## config.mk

```make
export PLATFORM = sky130hd
export DESIGN_NAME = deserializer_aligner
export DESIGN_NICKNAME = d
export VERILOG_FILES = /design/src/rtl/jesd_pkg.sv /design/src/rtl/comma_detect.sv /design/src/rtl/deserializer_aligner.sv
export SDC_FILE = /design/constraint.sdc
export NUM_CORES = 1
export LEC_CHECK = 0
export ABC_AREA = 1
export CAP_MARGIN = 25
export CORE_ASPECT_RATIO = 0.7
export CORE_MARGIN = 8
export CORE_UTILIZATION = 51
export DETAILED_ROUTE_END_ITERATION = 8
export GPL_TIMING_DRIVEN = 0
export PLACE_DENSITY_LB_ADDON = 0.25
export SETUP_SLACK_MARGIN = 0.2
export SLEW_MARGIN = 20
export SYNTH_ARGS = -nofsm -noshare
export SYNTH_HDL_FRONTEND = slang
export SYNTH_SLANG_ARGS = --single-unit
```

## constraint.sdc

```tcl
create_clock -name bit_clk -period 1.4 [get_ports bit_clk]
set_input_delay 0.14 -clock bit_clk [delete_from_list [all_inputs] [get_ports bit_clk]]
set_output_delay 0.14 -clock bit_clk [all_outputs]
set_load 0.05 [all_outputs]
```

## src/rtl/jesd_pkg.sv

```systemverilog
// Shared JESD receive-path definitions: character width, K28.5 comma
// patterns for both running disparities, and the word aligner state encoding.
package jesd_pkg;

  localparam int CHAR_W = 10;

  // K28.5 as abcdei fghj with a in bit 9 (first on the line)
  localparam logic [CHAR_W-1:0] K28_5_RDN = 10'h0FA;
  localparam logic [CHAR_W-1:0] K28_5_RDP = 10'h305;

  typedef enum logic [1:0] {
    HUNT   = 2'd0,
    VERIFY = 2'd1,
    LOCKED = 2'd2
  } align_state_e;

  // 4-bit increment that sticks at 15
  function automatic logic [3:0] sat_inc4(input logic [3:0] v);
    return (v == 4'hF) ? v : v + 4'd1;
  endfunction

endpackage

```

## src/rtl/comma_detect.sv

```systemverilog
// Combinational K28.5 detector: flags a 10-bit character equal to either
// running-disparity form of the comma. Shared with the ILAS checker.
module comma_detect
  import jesd_pkg::*;
#(
  parameter logic [CHAR_W-1:0] COMMA_RDN = K28_5_RDN,
  parameter logic [CHAR_W-1:0] COMMA_RDP = K28_5_RDP
) (
  input  logic [CHAR_W-1:0] char_in,
  output logic              comma_hit
);

  logic [CHAR_W-1:0] match_rdn;
  logic [CHAR_W-1:0] match_rdp;

  // Per-bit equality against each disparity, then AND-reduce
  for (genvar gi = 0; gi < CHAR_W; gi++) begin : g_bit
    assign match_rdn[gi] = (char_in[gi] == COMMA_RDN[gi]);
    assign match_rdp[gi] = (char_in[gi] == COMMA_RDP[gi]);
  end

  assign comma_hit = (&match_rdn) | (&match_rdp);

endmodule

```

## src/rtl/deserializer_aligner.sv

```systemverilog
// Serial-to-10-bit deserializer with K28.5 comma alignment.
// Bits shift in MSB first; the aligner hunts for a comma, verifies that
// LOCK_COUNT commas land on the same 10-bit boundary, then presents one
// aligned character per 10 bit clocks with a single-cycle valid strobe.
// UNLOCK_COUNT off-boundary commas while locked drop back to hunting.
// Optional: define DESER_RELOCK_CNT_EN to add relock_cnt, a saturating
// count of LOCKED -> HUNT transitions.
module deserializer_aligner
  import jesd_pkg::*;
#(
  parameter logic [CHAR_W-1:0] COMMA_RDN    = K28_5_RDN,
  parameter logic [CHAR_W-1:0] COMMA_RDP    = K28_5_RDP,
  parameter int unsigned       LOCK_COUNT   = 3,
  parameter int unsigned       UNLOCK_COUNT = 4
) (
  input  logic              bit_clk,
  input  logic              rst_n,
  input  logic              in_data,
  output logic [CHAR_W-1:0] out_data,
  output logic              out_valid,
  output logic              out_is_comma,
`ifdef DESER_RELOCK_CNT_EN
  output logic [7:0]        relock_cnt,
`endif
  output logic              locked
);

  localparam logic [1:0] S_HUNT   = HUNT;
  localparam logic [1:0] S_VERIFY = VERIFY;
  localparam logic [1:0] S_LOCKED = LOCKED;

  localparam logic [3:0] LOCK_CNT4   = 4'(LOCK_COUNT);
  localparam logic [3:0] UNLOCK_CNT4 = 4'(UNLOCK_COUNT);

  logic [CHAR_W-1:0] sr_reg;
  logic [3:0]        phase_cnt_reg, phase_cnt_next;
  logic [1:0]        state_reg, state_next;
  logic [3:0]        good_cnt_reg, good_cnt_next;
  logic [3:0]        bad_cnt_reg, bad_cnt_next;
  logic              comma_hit;
  logic              boundary;
  logic              realign;
  logic              emit;

  logic [CHAR_W-1:0] out_data_reg;
  logic              out_valid_reg;
  logic              out_is_comma_reg;
  logic              locked_reg;

  comma_detect #(
    .COMMA_RDN (COMMA_RDN),
    .COMMA_RDP (COMMA_RDP)
  ) u_comma_detect (
    .char_in   (sr_reg),
    .comma_hit (comma_hit)
  );

  assign boundary = (phase_cnt_reg == 4'd0);

  // Next-state logic for the hunt / verify / locked alignment FSM
  always_comb begin
    state_next     = state_reg;
    good_cnt_next  = good_cnt_reg;
    bad_cnt_next   = bad_cnt_reg;
    realign        = 1'b0;
    emit           = 1'b0;
    phase_cnt_next = (phase_cnt_reg == 4'd9) ? 4'd0 : phase_cnt_reg + 4'd1;

    case (state_reg)
      S_HUNT: begin
        if (comma_hit) begin
          realign       = 1'b1;
          good_cnt_next = 4'd1;
          if (LOCK_COUNT == 1) begin
            state_next   = S_LOCKED;
            bad_cnt_next = 4'd0;
          end else begin
            state_next = S_VERIFY;
          end
        end
      end
      S_VERIFY: begin
        if (boundary) begin
          if (comma_hit) begin
            good_cnt_next = sat_inc4(good_cnt_reg);
            if (good_cnt_next >= LOCK_CNT4) begin
              state_next   = S_LOCKED;
              bad_cnt_next = 4'd0;
            end
          end else begin
            state_next = S_HUNT;
          end
        end else if (comma_hit) begin
          // A comma off the candidate boundary restarts verification on it
          realign       = 1'b1;
          good_cnt_next = 4'd1;
          state_next    = S_VERIFY;
        end
      end
      S_LOCKED: begin
        emit = boundary;
        if (comma_hit) begin
          if (boundary) begin
            bad_cnt_next = 4'd0;
          end else begin
            bad_cnt_next = sat_inc4(bad_cnt_reg);
            if (bad_cnt_next >= UNLOCK_CNT4) begin
              state_next = S_HUNT;
            end
          end
        end
      end
      default: state_next = S_HUNT;
    endcase

    if (realign) begin
      phase_cnt_next = 4'd1;
    end
  end

  // Shift register, phase counter and FSM state
  always_ff @(posedge bit_clk or negedge rst_n) begin
    if (!rst_n) begin
      sr_reg        <= '0;
      phase_cnt_reg <= 4'd0;
      state_reg     <= S_HUNT;
      good_cnt_reg  <= 4'd0;
      bad_cnt_reg   <= 4'd0;
    end else begin
      sr_reg        <= {sr_reg[CHAR_W-2:0], in_data};
      phase_cnt_reg <= phase_cnt_next;
      state_reg     <= state_next;
      good_cnt_reg  <= good_cnt_next;
      bad_cnt_reg   <= bad_cnt_next;
    end
  end

  // Output register: capture the aligned character one cycle after a boundary
  always_ff @(posedge bit_clk or negedge rst_n) begin
    if (!rst_n) begin
      out_data_reg     <= '0;
      out_valid_reg    <= 1'b0;
      out_is_comma_reg <= 1'b0;
      locked_reg       <= 1'b0;
    end else begin
      out_valid_reg <= emit;
      locked_reg    <= (state_next == S_LOCKED);
      if (emit) begin
        out_data_reg     <= sr_reg;
        out_is_comma_reg <= comma_hit;
      end
    end
  end

  assign out_data     = out_data_reg;
  assign out_valid    = out_valid_reg;
  assign out_is_comma = out_is_comma_reg;
  assign locked       = locked_reg;

`ifdef DESER_RELOCK_CNT_EN
  logic [7:0] relock_cnt_reg;

  // Count lock losses, sticking at 255
  always_ff @(posedge bit_clk or negedge rst_n) begin
    if (!rst_n) begin
      relock_cnt_reg <= 8'h00;
    end else if ((state_reg == S_LOCKED) && (state_next == S_HUNT) &&
                 (relock_cnt_reg != 8'hFF)) begin
      relock_cnt_reg <= relock_cnt_reg + 8'h01;
    end
  end

  assign relock_cnt = relock_cnt_reg;
`endif

endmodule
```

Word level (Yosys, flattened, before mapping)
Index checks and enable logic that the tools add are counted.
W data, S select, Z words.
- input port bits: 3
- flip-flop bits (word level): 37
- output and inout port bits: 13
- word-level logic and storage cells: 70
- multiplexer cells: 26
- bitwise gates (word level): 11
- reduce and logical (&&, ||, !) cells: 8
- equality and inequality tests: 11
- $lt $le $gt $ge: 2
- $add $sub $neg: 3
- operators with widths (kind ; count):
    $mux W4 ; 12
    $reduce_and A10 Y1 ; 2
    $pmux W4 S2 ; 2
    $mux W2 ; 7
    $add A4 B1 Y4 const B ; 3
    $eq A4 B4 Y1 const B ; 3
    $not A1 Y1 ; 10
    $ne A2 B2 Y1 const B ; 4
    $pmux W2 S3 ; 1
    $reduce_and A5 Y1 ; 1
    $eq A2 B2 Y1 const B ; 2
    $ge A4 B2 Y1 const B ; 1
    $ge A4 B3 Y1 const B ; 1
    $logic_not A4 Y1 ; 1
    $reduce_bool A2 Y1 ; 2
    $mux W1 ; 3
    $ne A3 B3 Y1 const B ; 1
    $eq A2 B1 Y1 const B ; 1
    $logic_not A2 Y1 ; 1
    $pmux W1 S2 ; 1
    $reduce_and A2 Y1 ; 1
    $or A1 B1 Y1 ; 1

Longest topological paths before layout
- depth in word-level cells: 8
- mapped depth: 11
- gate-level depth less buffers: 11

Modules after synthesis
A second synthesis with hierarchy kept.
- cells, all modules: 196
- area, all modules: 1676.6 µm²
- by module, submodules not included (module ; times used ; cells each ; seq. area each (µm²) ; area each (µm²)):
    deserializer_aligner ; 1 ; 169 ; 925.9 ; 1572.8
    comma_detect ; 1 ; 27 ; 0.0 ; 103.8

Worst setup path after synthesis
OpenSTA, ideal clock, no wires.
- path kind: register -> register
- from: register good_cnt_reg[0]
- to: register bad_cnt_reg[0]
- setup time: 0.117 ns
- buffers on the path: 0
- setup slack: -0.049 ns
- arrival time: 1.332 ns
- cell stages (with the launch flop): 9
- clock period less this slack: 1.449 ns
- required time: 1.283 ns
- cells stage by stage: dfrtp_1 -> ha_1 -> nand3_1 -> a21boi_1 -> nand3_2 -> nand2_2 -> nand2_4 -> nand3_1 -> nand2_1
- cells in the longest elaborated chain, start to end: 5
- elaborated cells between the ends (all ways): 6
- classes of those cells: add/sub: 1; order compare: 1; eq/ne: 2; mux: 1; reduce/logical: 1
- RTL lines (item ; line ; source):
    from (decl) ; deserializer_aligner.sv:38 ; logic [3:0] good_cnt_reg, good_cnt_next;
    from (signal assigned) ; deserializer_aligner.sv:133 ; good_cnt_reg <= good_cnt_next;
    $add A4 B1 Y4 / $eq A4 B4 Y1 (equally long branches) ; jesd_pkg.sv:19 ; return (v == 4'hF) ? v : v + 4'd1;
    $mux W4 (*) ; jesd_pkg.sv:19 ;
    $ge A4 B2 Y1 (*) ; deserializer_aligner.sv:86 ; if (good_cnt_next >= LOCK_CNT4) begin
    $ne A2 B2 Y1 (no line) (*) ; n/a ;
    $reduce_and A5 Y1 (no line) (*) ; n/a ;
    to (signal assigned) ; deserializer_aligner.sv:134 ; bad_cnt_reg <= bad_cnt_next;
    to (decl) ; deserializer_aligner.sv:39 ; logic [3:0] bad_cnt_reg, bad_cnt_next;
Every way passes the cells marked *; elsewhere a longest branch is shown, timed or not.
A chain may end at the register's enable or synchronous reset.

Worst setup path in the final report
- from: register good_cnt_reg[1]
- to: register bad_cnt_reg[1]
Same word-level chain as after synthesis.

==> results by group <==
Worst setup path
  – CP endpoint: bad_cnt_reg[1]
  – Worst r2r dst: bad_cnt_reg[1]
  – WP depth: 10
  – Crit path launch type: register
  – Reg2reg path depth: 10
  – Crit Path Max Fanout: 5
  – Crit path max-delay family: simple AND/OR/NAND/NOR gates
  – Worst Setup SP: good_cnt_reg[1]
  – Setup slack, reg-to-reg: -0.11 ns
  – CP Data Required Time: 1.57 ns
  – Crit-path max cell delay: ~0.41 ns
  – CP bufs+invs: 0
  – Crit end category: register
  – CP Class: register to register
  – WP data arrival: ~1.7 ns
  – Critical path's most frequent cell: nand2_4
  – Slowest stage cell, crit path: dfrtp_1
  – CP Cell Sequence: ha_4 -> nand4_1 -> nand2_2 -> nand2_2 -> nand3_4 -> nand2_4 -> nand2_4 -> nand2_4 -> nand2_1 -> nand2_1
  – Worst r2r src: good_cnt_reg[1]

Synthesis
  – Share of the synthesized area in the top cell type: 0.523
  – YS warnings: 0
  – Cells after Synth: between 150 and 200
  – Synth area leader: dfrtp_1
  – Synth unique cells: 30
  – Post-synthesis cell area: 1770 um2
  – Register area share after synthesis: 0.523
  – Post-synth top cells: 62 x nand2_1, 37 x dfrtp_1, 25 x inv_1
  – Syn_nets: between 200 and 250
  – FF+latch count, synth: 37
  – Synth area leaders: dfrtp_1 52%, nand2_1 13%, inv_1 5.3%
  – Top_reg_cell synth: dfrtp_1
  – Count leader, synth: nand2_1
  – Async S/R FF share, synth: 1.00
  – Mean Syn Cell Area: between 8 and 9 um2
  – Post-synth EDFFs: 0

Timing
  – Min Clock Period, post-route: about 1.5 ns
  – Hold Vio Cnt, Final: 0
  – Final Cycle Share: 1.08
  – Clock Skew: approximately 0.013 ns
  – Fmax: approximately 0.66 GHz
  – Setup TNS: -0.657 ns
  – Final setup viols: 12
  – Worst slew pin tran: 0.367 ns
  – RSZ-0062 raised after global routing: true
  – Setup ws final: -0.109 ns
  – Relative slew slack: 0.755
  – Slew Limit Fails: 0

Die
  – Die ar.: ~5600 um2
  – Die width: 86.4 um
  – Initial Util: 0.518
  – Height of the die: 65.3 um
  – Top-level port count: 16
  – Core Area: approximately 3400 um2
  – # rows: 18

Power
  – Comb power frac: 0.149
  – Switch share: 0.263
  – Max VDD drop: 0.853 mV
  – PD cells: 919 nW/um2
  – P_leak: roughly 1.3 nW
  – Pint: 1.73 mW
  – Power, Total: 2.34 mW
  – Clock power share: 0.344
  – P_sw: 617 uW
  – Flop pwr share: 0.507

Routing
  – DRT iter0 DRCs: 120
  – Final wirelength: 4.07 mm
  – Initial DRT Pass Iterations: 4
  – Detailed-route via count: between 1000 and 1500
  – Wire per inst: around 14 um
  – Post-route DRC violation count: 0
  – ANT nets after route: 0
  – Via density: about 5

Clocking
  – TritonCTS clock tree: done
  – Root Driver: clkbuf_8
  – Cts bufs inserted: 5
  – Clock transition at the registers of the reported paths: roughly 0.070 ns
  – Worst-skew pair later-pin latency: around 0.28 ns
  – Bufs on Longest Clock Path: 2
  – Clock sinks: 37
  – H-Tree Depth: 2

Layout
  – Final Util: 0.745
  – # diodes: 0
  – Fin cells: 300
  – Area growth from synthesis to layout: 44.0%
  – Nets: 254
  – Share of post-route cells with drive strength above 1: 0.484
  – Fill cell count: between 200 and 250
  – Finished Cell Area: 2550 um2

Global route
  – Grt ovf: 0
  – GRT Total Usage: 0.145
  – Initial antenna violation count: 0
  – First-pass GRT wire length: 6.39 mm
  – Largest net degree at the start of global routing: 25
  – Vias in the first global route: 1334

Place
  – Port bufs: 15
  – Routability cong.: a little over 0.8
  – HPWL Detailed: 2.43 mm
  – Placed Cells incl. Taps: around 270
  – Area after DPL: 2040 um2

Hold path
  – Hold crit path type: input port to async pin

Run status
  – Status: finished with violations
  – Failing checks: negative setup slack

Job
  – Max cap viols: 0
how the worst min path moves through the flow:
stage               slack [ns]         endpoint  startpoint  depth (start not counted)
floorplan                -0.16   bad_cnt_reg[0]       rst_n                          0
finish                    0.30  good_cnt_reg[1]       rst_n                          2
detailed placement        0.07      out_data[4]       rst_n                          1
CTS                       0.29        sr_reg[0]     in_data                          1
global placement          0.38        sr_reg[7]   sr_reg[6]                          0
global route              0.31        sr_reg[0]     in_data                          1
per-stage QoR:
| step | setup slack (ns) | hold slack [ns] |
|---|---|---|
| final | -0.109 | 0.300 |
| after global routing | -0.177 | 0.306 |
| after CTS | -0.0460 | 0.294 |
| after detailed placement | -0.113 | 0.0742 |
| after global placement | -0.608 | 0.385 |
| after floorplan | 0.0659 | -0.156 |
logic make-up after synthesis:
kind of cell               after synthesis  synth area share
adders and majority gates                2            0.0141
DFF                                     37             0.523
and+or+nand+nor                        111             0.316
buffers and inverters                   30            0.0706
xor gates and xnor gates                 1           0.00494
AOI/OAI and AO/OA                       18            0.0713
what timing repair did:
action,4_1_cts,5_1_grt
setup endpoints to repair,39,32
buffers inserted,21,4
pin swaps,7,18
gates resized for setup,75,41
hold endpoints to repair,13,0
hold buffers,1,0
gates cloned,1,0
metal layers:
layer	vias to the layer above	GRT usage	part of all wire
li1	742	-	-
met1	711	0.200	0.49
met2	31	0.216	0.46
met3	5	0.0448	0.045
met4	0	0.0363	0.0064
met5	-	0	0
cells in the final DEF (no fill, tap or decap), drive strengths merged:
cell | Yosys | routed
a21boi | 1 | 1
a21oi | 3 | 3
a31o | 1 | 1
buf | 1 | 36
clkbuf | 0 | 7
clkdlybuf4s15 | 0 | 5
clkdlybuf4s18 | 0 | 1
clkdlybuf4s50 | 0 | 1
clkinv | 1 | 2
dfrtp | 37 | 37
dlygate4sd3 | 0 | 1
ha | 2 | 2
inv | 28 | 28
nand2 | 65 | 65
nand3 | 15 | 15
nand3b | 3 | 3
nand4 | 8 | 8
nor2 | 15 | 15
nor3 | 4 | 4
nor4 | 1 | 1
o21ai | 13 | 13
xor2 | 1 | 1
layout make-up:
| cell class | instances | area (um2) | area share |
|---|---|---|---|
| flip-flops and latches | 37 | 927 | 0.363 |
| well taps | 50 | 62.6 | 0.0245 |
| repair buffers | 43 | 395 | 0.155 |
| clock inverters | 1 | 5.00 | 0.00196 |
| plain buffers | 1 | 15.0 | 0.00589 |
| clock buffers | 7 | 96.3 | 0.0378 |
| inverters | 29 | 118 | 0.0461 |
| multi-input cells | 132 | 932 | 0.365 |
power groups by stage:
| stage | registers [mW] | clock network [mW] | logic [mW] |
|---|---|---|---|
| 2_1_floorplan | 1.19 | 0 | 0.206 |
| 3_3_place_gp | 1.20 | 0 | 0.259 |
| 3_5_place_dp | 1.21 | 0 | 0.273 |
| 4_1_cts | 1.18 | 0.806 | 0.326 |
| 5_1_grt | 1.20 | 0.874 | 0.389 |
| 6_report | 1.19 | 0.807 | 0.349 |
Power figures use the tool's default switching activity.
